**src/rtl/washing_machine_pkg.sv**
```systemverilog
// State codes shared by the washing-machine controller, its interface and the bench.
// No logic; types and constants only.
// No flow control.
package washing_machine_pkg;

    localparam int STATE_W = 3;

    typedef enum logic [STATE_W-1:0] {
        ST_IDLE    = 3'd0,
        ST_FILL    = 3'd1,
        ST_HEAT    = 3'd2,
        ST_AGITATE = 3'd3,
        ST_DRAIN   = 3'd4,
        ST_SPIN    = 3'd5,
        ST_DONE    = 3'd6
    } state_t;

endpackage

```
**src/rtl/washing_machine_ctrl_if.sv**
```systemverilog
// Panel, sensor and actuator pins of the washing-machine controller.
// Master is the machine/panel side, slave is the controller.
// No flow control; level signals sampled every clock.
interface washing_machine_ctrl_if #(
    parameter int CNT_W = 8,
    parameter int R_W   = 2
);
    import washing_machine_pkg::*;

    logic               start;
    logic               abort;
    logic [R_W-1:0]     n_rinses;
    logic               full;
    logic               cold;
    logic               empty;
    logic               ready;
    logic               water_in;
    logic               heat_r;
    logic               wash;
    logic               drain;
    logic               speed;
    logic               done;
    logic [STATE_W-1:0] state_o;
    logic [CNT_W-1:0]   timer_o;

    modport master (
        output start, abort, n_rinses, full, cold, empty,
        input  ready, water_in, heat_r, wash, drain, speed, done, state_o, timer_o
    );

    modport slave (
        input  start, abort, n_rinses, full, cold, empty,
        output ready, water_in, heat_r, wash, drain, speed, done, state_o, timer_o
    );

endinterface

```
**src/rtl/washing_machine_ctrl_phase_timer.sv**
```systemverilog
// Down counter timing the AGITATE and SPIN phases; expired while the count is zero.
// Load/clear take effect on the next clock; counts down one per cycle, holds at zero.
// No flow control.
module phase_timer #(
    parameter int CNT_W = 8
) (
    input  logic             clk,
    input  logic             reset,
    input  logic             load,
    input  logic [CNT_W-1:0] value,
    input  logic             clear,
    output logic [CNT_W-1:0] count,
    output logic             expired
);

    always_ff @(posedge clk) begin
        if (reset) begin
            count <= '0;
        end else if (clear) begin
            count <= '0;
        end else if (load) begin
            count <= value;
        end else if (count != '0) begin
            count <= count - 1'b1;
        end
    end

    assign expired = (count == '0);

endmodule

```
**src/rtl/washing_machine_ctrl.sv**
```systemverilog
// Washing-machine sequencer: fill, optional heat, timed wash, drain, rinse passes, timed spin, done.
// Outputs are a Moore decode of registered state; every input acts on the next clock.
// No flow control; abort forces a drain and a return to IDLE without a done pulse.
module washing_machine_ctrl
    import washing_machine_pkg::*;
#(
    parameter int CNT_W        = 8,
    parameter int WASH_CYCLES  = 40,
    parameter int RINSE_CYCLES = 20,
    parameter int SPIN_CYCLES  = 20,
    parameter int R_W          = 2
) (
    input  logic                  clk,
    input  logic                  reset,
    washing_machine_ctrl_if.slave bus
);

    localparam int MAX_LEN = (1 << CNT_W) - 1;

    if (WASH_CYCLES < 1 || WASH_CYCLES > MAX_LEN ||
        RINSE_CYCLES < 1 || RINSE_CYCLES > MAX_LEN ||
        SPIN_CYCLES < 1 || SPIN_CYCLES > MAX_LEN) begin : g_bad_len
        $error("washing_machine_ctrl: phase lengths must be in 1..2^CNT_W-1");
    end

    // Loaded values are length-1 so a phase lasts exactly its length including the zero cycle.
    localparam logic [CNT_W-1:0] WASH_LOAD  = CNT_W'(WASH_CYCLES - 1);
    localparam logic [CNT_W-1:0] RINSE_LOAD = CNT_W'(RINSE_CYCLES - 1);
    localparam logic [CNT_W-1:0] SPIN_LOAD  = CNT_W'(SPIN_CYCLES - 1);

    state_t           state, state_nxt;
    logic [R_W-1:0]   n_lat;
    logic [R_W-1:0]   rinse_cnt;
    logic             rinse_flag;
    logic             abort_flag;

    logic             tmr_load;
    logic             tmr_clear;
    logic [CNT_W-1:0] tmr_value;
    logic [CNT_W-1:0] tmr_count;
    logic             tmr_expired;

    phase_timer #(.CNT_W(CNT_W)) u_timer (
        .clk     (clk),
        .reset   (reset),
        .load    (tmr_load),
        .value   (tmr_value),
        .clear   (tmr_clear),
        .count   (tmr_count),
        .expired (tmr_expired)
    );

    always_ff @(posedge clk) begin
        if (reset) begin
            state <= ST_IDLE;
        end else begin
            state <= state_nxt;
        end
    end

    always_comb begin
        state_nxt = state;
        tmr_load  = 1'b0;
        tmr_clear = 1'b0;
        tmr_value = '0;
        case (state)
            ST_IDLE: begin
                if (bus.start) state_nxt = ST_FILL;
            end
            ST_FILL: begin
                if (bus.abort) begin
                    state_nxt = ST_DRAIN;
                    tmr_clear = 1'b1;
                end else if (bus.full) begin
                    if (!rinse_flag && bus.cold) begin
                        state_nxt = ST_HEAT;
                    end else begin
                        state_nxt = ST_AGITATE;
                        tmr_load  = 1'b1;
                        tmr_value = rinse_flag ? RINSE_LOAD : WASH_LOAD;
                    end
                end
            end
            ST_HEAT: begin
                // Heating only ever happens on the wash pass.
                if (bus.abort) begin
                    state_nxt = ST_DRAIN;
                    tmr_clear = 1'b1;
                end else if (!bus.cold) begin
                    state_nxt = ST_AGITATE;
                    tmr_load  = 1'b1;
                    tmr_value = WASH_LOAD;
                end
            end
            ST_AGITATE: begin
                if (bus.abort) begin
                    state_nxt = ST_DRAIN;
                    tmr_clear = 1'b1;
                end else if (tmr_expired) begin
                    state_nxt = ST_DRAIN;
                end
            end
            ST_DRAIN: begin
                if (bus.empty) begin
                    if (abort_flag || bus.abort) begin
                        state_nxt = ST_IDLE;
                    end else if (rinse_cnt < n_lat) begin
                        state_nxt = ST_FILL;
                    end else begin
                        state_nxt = ST_SPIN;
                        tmr_load  = 1'b1;
                        tmr_value = SPIN_LOAD;
                    end
                end
            end
            ST_SPIN: begin
                if (bus.abort) begin
                    state_nxt = ST_DRAIN;
                    tmr_clear = 1'b1;
                end else if (tmr_expired) begin
                    state_nxt = ST_DONE;
                end
            end
            ST_DONE: state_nxt = ST_IDLE;
            default: state_nxt = ST_IDLE;
        endcase
    end

    // Program context: rinse bookkeeping and the pending-abort flag.
    always_ff @(posedge clk) begin
        if (reset) begin
            n_lat      <= '0;
            rinse_cnt  <= '0;
            rinse_flag <= 1'b0;
            abort_flag <= 1'b0;
        end else begin
            if (state == ST_IDLE && bus.start) begin
                n_lat      <= bus.n_rinses;
                rinse_cnt  <= '0;
                rinse_flag <= 1'b0;
                abort_flag <= 1'b0;
            end
            if (bus.abort && state != ST_IDLE && state != ST_DONE) begin
                abort_flag <= 1'b1;
            end
            if (state == ST_DRAIN && state_nxt == ST_FILL) begin
                rinse_flag <= 1'b1;
                rinse_cnt  <= rinse_cnt + 1'b1;
            end
            if (state == ST_DRAIN && state_nxt == ST_IDLE) begin
                abort_flag <= 1'b0;
            end
        end
    end

    always_comb begin
        bus.ready    = (state == ST_IDLE);
        bus.water_in = (state == ST_FILL);
        bus.heat_r   = (state == ST_HEAT);
        bus.wash     = (state == ST_AGITATE);
        bus.drain    = (state == ST_DRAIN);
        bus.speed    = (state == ST_SPIN);
        bus.done     = (state == ST_DONE);
        bus.state_o  = state;
        bus.timer_o  = (state == ST_AGITATE || state == ST_SPIN) ? tmr_count : '0;
    end

endmodule

```
**src/flat_wrapper.sv**
```systemverilog
// flat-port wrapper written by rule: the top's interface ports become plain ports
module washing_machine_ctrl_flat import washing_machine_pkg::*;
#(
    parameter int CNT_W        = 8,
    parameter int WASH_CYCLES  = 40,
    parameter int RINSE_CYCLES = 20,
    parameter int SPIN_CYCLES  = 20,
    parameter int R_W          = 2
)
  (clk, reset, bus_start, bus_abort, bus_n_rinses, bus_full, bus_cold, bus_empty, bus_ready, bus_water_in, bus_heat_r, bus_wash, bus_drain, bus_speed, bus_done, bus_state_o, bus_timer_o);
  washing_machine_ctrl_if #(.CNT_W(CNT_W), .R_W(R_W)) bus_i ();
  input  logic clk;
  input  logic reset;
  input wire logic [$bits(bus_i.start)-1:0] bus_start;
  input wire logic [$bits(bus_i.abort)-1:0] bus_abort;
  input wire logic [$bits(bus_i.n_rinses)-1:0] bus_n_rinses;
  input wire logic [$bits(bus_i.full)-1:0] bus_full;
  input wire logic [$bits(bus_i.cold)-1:0] bus_cold;
  input wire logic [$bits(bus_i.empty)-1:0] bus_empty;
  output wire logic [$bits(bus_i.ready)-1:0] bus_ready;
  output wire logic [$bits(bus_i.water_in)-1:0] bus_water_in;
  output wire logic [$bits(bus_i.heat_r)-1:0] bus_heat_r;
  output wire logic [$bits(bus_i.wash)-1:0] bus_wash;
  output wire logic [$bits(bus_i.drain)-1:0] bus_drain;
  output wire logic [$bits(bus_i.speed)-1:0] bus_speed;
  output wire logic [$bits(bus_i.done)-1:0] bus_done;
  output wire logic [$bits(bus_i.state_o)-1:0] bus_state_o;
  output wire logic [$bits(bus_i.timer_o)-1:0] bus_timer_o;
  assign bus_i.start = bus_start;
  assign bus_i.abort = bus_abort;
  assign bus_i.n_rinses = bus_n_rinses;
  assign bus_i.full = bus_full;
  assign bus_i.cold = bus_cold;
  assign bus_i.empty = bus_empty;
  assign bus_ready = bus_i.ready;
  assign bus_water_in = bus_i.water_in;
  assign bus_heat_r = bus_i.heat_r;
  assign bus_wash = bus_i.wash;
  assign bus_drain = bus_i.drain;
  assign bus_speed = bus_i.speed;
  assign bus_done = bus_i.done;
  assign bus_state_o = bus_i.state_o;
  assign bus_timer_o = bus_i.timer_o;
  washing_machine_ctrl #(.CNT_W(CNT_W), .WASH_CYCLES(WASH_CYCLES), .RINSE_CYCLES(RINSE_CYCLES), .SPIN_CYCLES(SPIN_CYCLES), .R_W(R_W)) u_core (.clk(clk), .reset(reset), .bus(bus_i));
endmodule
```
**config.mk**
```make
export PLATFORM = sky130hd
export DESIGN_NAME = washing_machine_ctrl_flat
export DESIGN_NICKNAME = d
export VERILOG_FILES = /design/src/rtl/washing_machine_pkg.sv /design/src/rtl/washing_machine_ctrl_if.sv /design/src/rtl/washing_machine_ctrl_phase_timer.sv /design/src/rtl/washing_machine_ctrl.sv /design/src/flat_wrapper.sv
export SDC_FILE = /design/constraint.sdc
export NUM_CORES = 1
export LEC_CHECK = 0
export BUFFER_PORTS_ARGS = -buffer_cell sky130_fd_sc_hd__buf_2
export CAP_MARGIN = 10
export CELL_PAD_IN_SITES_DETAIL_PLACEMENT = 0
export CELL_PAD_IN_SITES_GLOBAL_PLACEMENT = 1
export CORE_MARGIN = 2
export CORE_UTILIZATION = 38
export DETAILED_ROUTE_END_ITERATION = 6
export PLACE_DENSITY_LB_ADDON = 0.25
export RECOVER_POWER = 25
export SLEW_MARGIN = 10
export SYNTH_ARGS = -nofsm -noshare
export SYNTH_HDL_FRONTEND = slang
export SYNTH_HIERARCHICAL = 1
export SYNTH_SLANG_ARGS = --single-unit
```
**constraint.sdc**
```tcl
create_clock -name clk -period 2.7 [get_ports clk]
set_input_delay 0.405 -clock clk [delete_from_list [all_inputs] [get_ports clk]]
set_output_delay 0.405 -clock clk [all_outputs]
set_load 0.02 [all_outputs]
```
==> results of run 1 <==
==> layer usage <==
metal	vias to the layer above	GRT usage, %
li1	571	-
met1	511	20.4
met2	28	26.7
met3	2	2.60
met4	0	4.76
met5	-	0
==> worst max path at each step <==
stage / depth (start not counted) / endpoint / startpoint / slack [ns]
after detailed placement: 9 / u_core/rinse_cnt[1]$_SDFFE_PP0P_ / u_core/u_timer/count[0]$_SDFFE_PP0P_ / 0.28
after global placement: 9 / u_core/rinse_cnt[1]$_SDFFE_PP0P_ / u_core/u_timer/count[0]$_SDFFE_PP0P_ / 0.39
after CTS: 9 / u_core/rinse_cnt[1]$_SDFFE_PP0P_ / u_core/u_timer/count[0]$_SDFFE_PP0P_ / 0.26
final: 9 / u_core/rinse_cnt[1]$_SDFFE_PP0P_ / u_core/u_timer/count[0]$_SDFFE_PP0P_ / 0.26
after floorplan: 10 / u_core/rinse_cnt[1]$_SDFFE_PP0P_ / u_core/u_timer/count[0]$_SDFFE_PP0P_ / 0.36
after global routing: 9 / u_core/rinse_cnt[1]$_SDFFE_PP0P_ / u_core/u_timer/count[0]$_SDFFE_PP0P_ / 0.10
==> kinds of logic after synthesis <==
family	Yosys count	synth area share, %
adders and majority gates	2	2.11
muxes	4	3.69
and+or+nand+nor	72	34.9
buffers and inverters	18	7.91
other	1	0.316
DFF	17	28.7
xor gates and xnor gates	5	3.69
AOI/OAI and AO/OA	29	18.7
==> cell type report <==
cell class | count | area, µm²
clock buffers | 3 | 22.5
clock inverters | 1 | 7.51
fillers | 326 | 1650
inverters | 10 | 37.5
multi-input cells | 115 | 759
flip-flops and latches | 17 | 340
well taps | 33 | 41.3
repair buffers | 29 | 143
==> stage by stage <==
| step | setup slack, ns | instance area [µm²] |
|---|---|---|
| 4_1_cts | 0.261 | 1360 |
| 3_5_place_dp | 0.284 | 1330 |
| 5_1_grt | 0.102 | 1350 |
| 6_report | 0.258 | 1350 |
| 3_3_place_gp | 0.388 | 1330 |
| 2_1_floorplan | 0.365 | 1190 |
==> critical path: cells and delay by family, from the launching register on <==
family                   cells  cell delay (ns)
AO/OA/AOI/OAI                4             0.92
adder cells (fa/ha/maj)      1             0.23
buffers and inverters        1             0.10
flip-flops                   1             0.35
AND/OR/NAND/NOR              3             0.76
==> power breakdown <==
group	total (W)	switching [W]	internal, W
Sequential	0.000383	0.0000729	0.000310
Combinational	0.000550	0.000271	0.000279
Clock	0.000150	0.0000938	0.0000563
==> registers in the layout, indices dropped and copies added (netlist names) <==
register,cells
u_core/rinse_flag,1
u_core/u_timer/count,8
u_core/n_lat,2
u_core/bus.state_o,3
u_core/rinse_cnt,2
u_core/abort_flag,1
==> cells in the final DEF (no fill, tap or decap), types with 4 or more instances in the layout <==
| master | n |
|---|---|
| and2_1 | 10 |
| nand2_1 | 20 |
| nor2_1 | 8 |
| inv_1 | 10 |
| xnor2_1 | 4 |
| clkbuf_1 | 6 |
| dfxtp_1 | 17 |
| nor3_1 | 6 |
| buf_2 | 21 |
| a21oi_1 | 8 |
| nor2b_1 | 4 |
==> results.md, run 1 <==
* Lkg Pwr at 0.582 nW
* DRT antenna net count at 0
* Reg clk slew, reported paths at 0.12 ns
* Crit path capture type: flip-flop
* Clk_lat worst skew at 0.30 ns
* Mapped Cells at 148
* Type of the worst setup path: reg -> reg
* R2R Path Start: u_core/u_timer/count[0]$_SDFFE_PP0P_
* CTS tree: done
* H-tree depth at 1
* Slew headroom at 60.3%
* Critical path peak fanout at 6
* CTS Root Cell: clkbuf_4
* Min Hold Slack at 0.330 ns
* DR top layer: met4
* Max cap viols at 0
* Die X-Extent at 59.9 µm
* Wire length per cell at 12.7 µm
* Most frequent cells after synthesis: nand2_1 (20), dfxtp_1 (17), and2_1 (10), inv_1 (10)
* Remaining routing DRC violations at 0
* Initial DRC count at 67
* First-pass GRT wire length at 4310 µm
* Setup TNS at 0 ns
* Initial Utilization at 39.5%
* RR Endpoint: u_core/rinse_cnt[1]$_SDFFE_PP0P_
* Post_cts resized at 0
* Final nets at 187
* RSZ-0062 raised after global routing: no
* GRT overflow at 0
* Register area share after synthesis at 28.7%
* Post-synth cell types at 54
* Endpoints failing setup at 0
* Fmax at 0.410 GHz
* Vias after detailed routing at 1112
* DR WL met3 at 98 µm
* Async SR Flop Fraction at 0%
* I/O Buffers at 26
* CTS Sinks at 17
* R2R Setup Slk at 0.26 ns
* Yosys top cell by area: dfxtp_1
* Clock Path Buffers at 2
* Non-Filler Instances at 208
* Skew final at 0.0112 ns
* Hold Buf Count CTS at 0
* Router iterations before antenna repair at 4
* Total core area at 3000 µm²
* Worst Tran Pin Value at 0.591 ns
* GPL Wtd Cong at 0.798
* Final hold vios at 0
* Met2 WL at 1320 µm
* Final WL at 2650 µm
* Total GRT Usage at 15.8%
* DIE AREA at 3580 µm²
* Number of diodes at 0
* Top cells by area, synth: dfxtp_1 (29%), nand2_1 (6.3%), and2_1 (5.3%)
* Post-CTS Setup Inserts at 0
* Total Power at 0.00108 W
* Post-synth EDFFs at 0
* Final period util at 90.4%
* Layout area overhead at 13.9%
* Slew Limit Fails at 0
* Status: completed
* Synthesized flop and latch total at 17
* Crit-path cells: inv_1, ha_1, or3b_4, nor2b_1, and2b_1, a222oi_1, a2bb2oi_2, a21oi_1, o311ai_2
* Yosys warns at 6
* Hold Crit Start: bus_n_rinses[1]
* Met1 Wirelength at 1220 µm
* Hold Path Cell Cnt at 3
* Mean Syn Cell Area at 8.01 µm²
* Placed cells at 204
* Slowest cell on crit path: or3b_4
* Row Count at 20
* Io pins at 27
* Vias per Instance at 5.35
* End-of-flow core utilization at 45.0%
* CTS Buf Count at 3
* Largest net degree at the start of global routing at 15
* R2R cell count at 9
* Vias in the first global route at 953
* CP max stage delay at 0.41 ns
* CP arrival at 2.66 ns
* PD cells at 801 nW/µm²
* Initial antenna violation count at 0
* Ys flop type: dfxtp_1
* Layout cells sized above 1 at 21.1%
* Synth top area share at 28.7%
* Hold EP: u_core/n_lat[1]$_SDFFE_PP0P_
* Minimum clock period at 2.44 ns
* Max IR drop VDD at 0.231 mV
* Crit start category: flip-flop
* Post-Syn Area at 1190 µm²
* Hold Path Class: in -> reg
* Die Ht at 59.9 µm
* HPWL Detailed at 2030 µm
* Most common cell in the synthesized netlist: nand2_1
* CP required at 2.92 ns
(Power assumes the default switching activity.)
==> inputs of run 2 (changes only) <==
--- a/config.mk
+++ b/config.mk
@@ -10,12 +10,11 @@
 export CELL_PAD_IN_SITES_DETAIL_PLACEMENT = 0
 export CELL_PAD_IN_SITES_GLOBAL_PLACEMENT = 1
 export CORE_MARGIN = 2
-export CORE_UTILIZATION = 38
+export CORE_UTILIZATION = 39
 export DETAILED_ROUTE_END_ITERATION = 6
 export PLACE_DENSITY_LB_ADDON = 0.25
 export RECOVER_POWER = 25
 export SLEW_MARGIN = 10
 export SYNTH_ARGS = -nofsm -noshare
 export SYNTH_HDL_FRONTEND = slang
-export SYNTH_HIERARCHICAL = 1
 export SYNTH_SLANG_ARGS = --single-unit
==> run 2 against run 1 <==
  * The flow now finishes with violations (design-rule violations)
  * Synthesized area fell by 1.7%
  * Combinational power fell by 7.1%
  * Clock power fell by 11%
  * Final area fell by 3.0%
  * Critical path type is now reg -> out
  * Critical endpoint is now bus_timer_o[7]
==> results.md, run 2 <==
* Register area share after synthesis at 29.2% (+0.49 points)
* Placed cells at 188 (-7.8%)
* Mapped Cells at 139 (-6.1%)
* First-pass GRT wire length at 4670 µm (+8.5%)
* I/O Buffers at 26 (unchanged)
* Syn Nets at 150
* Total GRT Usage at 17.6% (+1.9 points)
* CTS Buf Count at 3 (unchanged)
* Total Power at 0.00103 W (-4.7%)
* Mean Syn Cell Area at 8.39 µm² (+4.7%)
* RSZ-0062 raised after global routing: no
* Number of diodes at 0 (unchanged)
* Post-synth cell types at 47 (-13%)
* CTS Sinks at 17 (unchanged)
* Final nets at 173 (-7.5%)
* Comb power frac at 49.5% (-1.3 points)
* Max cap viols at 0 (unchanged)
* Clk_lat worst skew at 0.29 ns (about the same)
* Async SR Flop Fraction at 0% (unchanged)
* Post_cts resized at 0 (unchanged)
* Endpoints failing setup at 0 (unchanged)
* Status: complete, but fails checks
* Setup TNS at 0 ns (unchanged)
* Slew Limit Fails at 0 (unchanged)
* Yosys warns at 0 (-6)
* Vias in the first global route at 1024 (+7.5%)
* Part of the power in the clock network at 13.0% (-0.9 points)
* Non-Filler Instances at 192 (-7.7%)
* Initial Utilization at 41.6% (+2.1 points)
* GRT overflow at 0 (unchanged)
* Reg clk slew, reported paths at 0.10 ns (-0.02 ns)
* Remaining routing DRC violations at 4 (+4)
* Fmax at 0.465 GHz (+14%)
* Yosys top cell by area: dfxtp_1
* Wire length per cell at 14.4 µm (+13%)
* Skew final at 0.0107 ns (-0.000487 ns)
* Clock Path Buffers at 2 (unchanged)
* End-of-flow core utilization at 46.7% (+1.7 points)
* HPWL Detailed at 2070 µm (+2.1%)
* Post-CTS Setup Inserts at 0 (unchanged)
* Critical path peak fanout at 15 (+9)
* Final WL at 2760 µm (+4.3%)
* Synthesized flop and latch total at 17 (unchanged)
* DIE AREA at 3440 µm² (-3.9%)
* Cell Int Power at 0.000598 W (-7.3%)
* DRT antenna net count at 0 (unchanged)
* Seq pwr share at 37.5% (+2.2 points)
* Violated checks: design-rule violations
* Router iterations before antenna repair at 6 (+2)
* Minimum clock period at 2.15 ns (-0.291 ns)
* Vias after detailed routing at 1091 (-1.9%)
* Final hold vios at 0 (unchanged)
* Die Ht at 58.7 µm (-2.0%)
* Final period util at 79.6% (-11 points)
* CTS tree: done
* Synth top area share at 29.2% (+0.49 points)
* CP required at 2.30 ns (-0.62 ns)
* Initial antenna violation count at 0 (unchanged)
* Type of the worst setup path: reg -> out
* Die X-Extent at 58.7 µm (-2.0%)
* CTS Root Cell: clkbuf_4
* Commonest non-fill, non-tap cell in the layout: buf_2
* Switching part of the total at 42.1% (+1.7 points)
* PD cells at 787 nW/µm² (-1.8%)
* Total core area at 2810 µm² (-6.6%)
* Worst Tran Pin Value at 0.706 ns (+0.116 ns)
* Post-Syn Area at 1170 µm² (-1.7%)
* GPL Wtd Cong at 0.813 (+1.9%)
* Crit path capture type: output port
* Most flop-heavy register: u_core.u_timer.count
* Lkg Pwr at 0.567 nW (-2.5%)
* Max FFs per register at 8 (unchanged)
* Commonest non-fill, non-tap cells in the layout: buf_2 (22), dfxtp_1 (17), nor2_1 (14), and3_1 (11), nor3_1 (10)
* Most frequent cells after synthesis: dfxtp_1 (17), nor2_1 (14), and3_1 (11)
* Most common cell in the synthesized netlist: dfxtp_1
* Layout cells sized above 1 at 19.9% (-1.3 points)
* Io pins at 27 (unchanged)
* Switching power at 0.000434 W (-0.79%)
* Fillers at 288 (-12%)
* Layout area overhead at 12.4%
* Largest net degree at the start of global routing at 26 (+11)
* Initial DRC count at 55 (-18%)
* Crit start category: flip-flop
* Ys flop type: dfxtp_1
* Post-synth EDFFs at 0 (unchanged)
* Vias per Instance at 5.68 (+6.3%)
* Hold Path Class: in -> reg
* Min Hold Slack at 0.353 ns (+0.0240 ns)
* H-tree depth at 1 (unchanged)
* Max IR drop VDD at 0.369 mV (+60%)
* Hold Buf Count CTS at 0 (unchanged)
* Top cells by area, synth: dfxtp_1 (29%), and3_1 (5.9%), nor2_1 (4.5%)
* Slew headroom at 52.8% (-7.4 points)
* CP arrival at 1.75 ns (-0.91 ns)
* Row Count at 19 (-5.0%)
==> run 2: power groups by stage <==
stage	Sequential [W]	Clock, W	Combinational, W
2_1_floorplan	0.000364	0	0.000436
3_3_place_gp	0.000389	0	0.000504
3_5_place_dp	0.000391	0	0.000510
4_1_cts	0.000384	0.000142	0.000513
5_1_grt	0.000399	0.000153	0.000570
6_report	0.000387	0.000134	0.000511
==> run 2: worst paths after layout <==
| check | start | end | slack (ns) | cells after the start |
|---|---|---|---|---|
| max | u_core.bus.state_o[1]$_SDFF_PP0_ | bus_timer_o[7] | 0.55 | 3 |
| min | bus_n_rinses[1] | u_core.n_lat[1]$_SDFFE_PP0P_ | 0.35 | 3 |
| max reg2reg | u_core.bus.state_o[0]$_SDFF_PP0_ | u_core.rinse_cnt[1]$_SDFFE_PP0P_ | 0.61 | 5 |
| min reg2reg | u_core.rinse_flag$_SDFFE_PP0P_ | u_core.rinse_flag$_SDFFE_PP0P_ | 0.50 | 2 |
==> run 2: cells by family (layout without fill, tap and decap cells) <==
family | count (synthesis) | after routing | share of synthesized area (%)
adder cells (fa/ha/maj) | 2 | 2 | 2.15
XOR/XNOR | 6 | 6 | 5.15
multiplexers | 4 | 4 | 3.54
AND/OR/NAND/NOR | 63 | 63 | 31.9
buffers and inverters | 15 | 37 | 6.12
AO/OA/AOI/OAI | 32 | 32 | 22.0
flip-flops | 17 | 17 | 29.2
==> run 2: critical path: stages, from the launching register on <==
cell	delay (ns)
dfxtp_1	0.67
xor2_2	0.41
and3_1	0.21
buf_2	0.16
==> run 2: final cells by class <==
| class | count | area [µm²] | share of cell area [%] |
|---|---|---|---|
| inverter | 7 | 26.3 | 2.00 |
| sequential | 17 | 340 | 26.0 |
| clock buffer | 4 | 26.3 | 2.00 |
| multi-input combinational | 107 | 754 | 57.5 |
| tap | 31 | 38.8 | 2.96 |
| timing repair buffer | 26 | 125 | 9.54 |
==> run 2: per-layer routing <==
metal	vias to the layer above	wire length (µm)	part of all wire [%]	track usage (%)
met4	0	31	1.1	3.90
met5	-	0	0	0
met2	22	1230	44	29.1
met3	4	149	5.4	4.40
met1	509	1360	49	23.4
li1	556	-	-	-
==> run 2: stage by stage <==
stage	setup WS (ns)	area (µm²)
floorplan	0.837	1170
global placement	0.703	1290
detailed placement	0.634	1290
CTS	0.520	1320
global route	0.385	1310
finish	0.550	1310
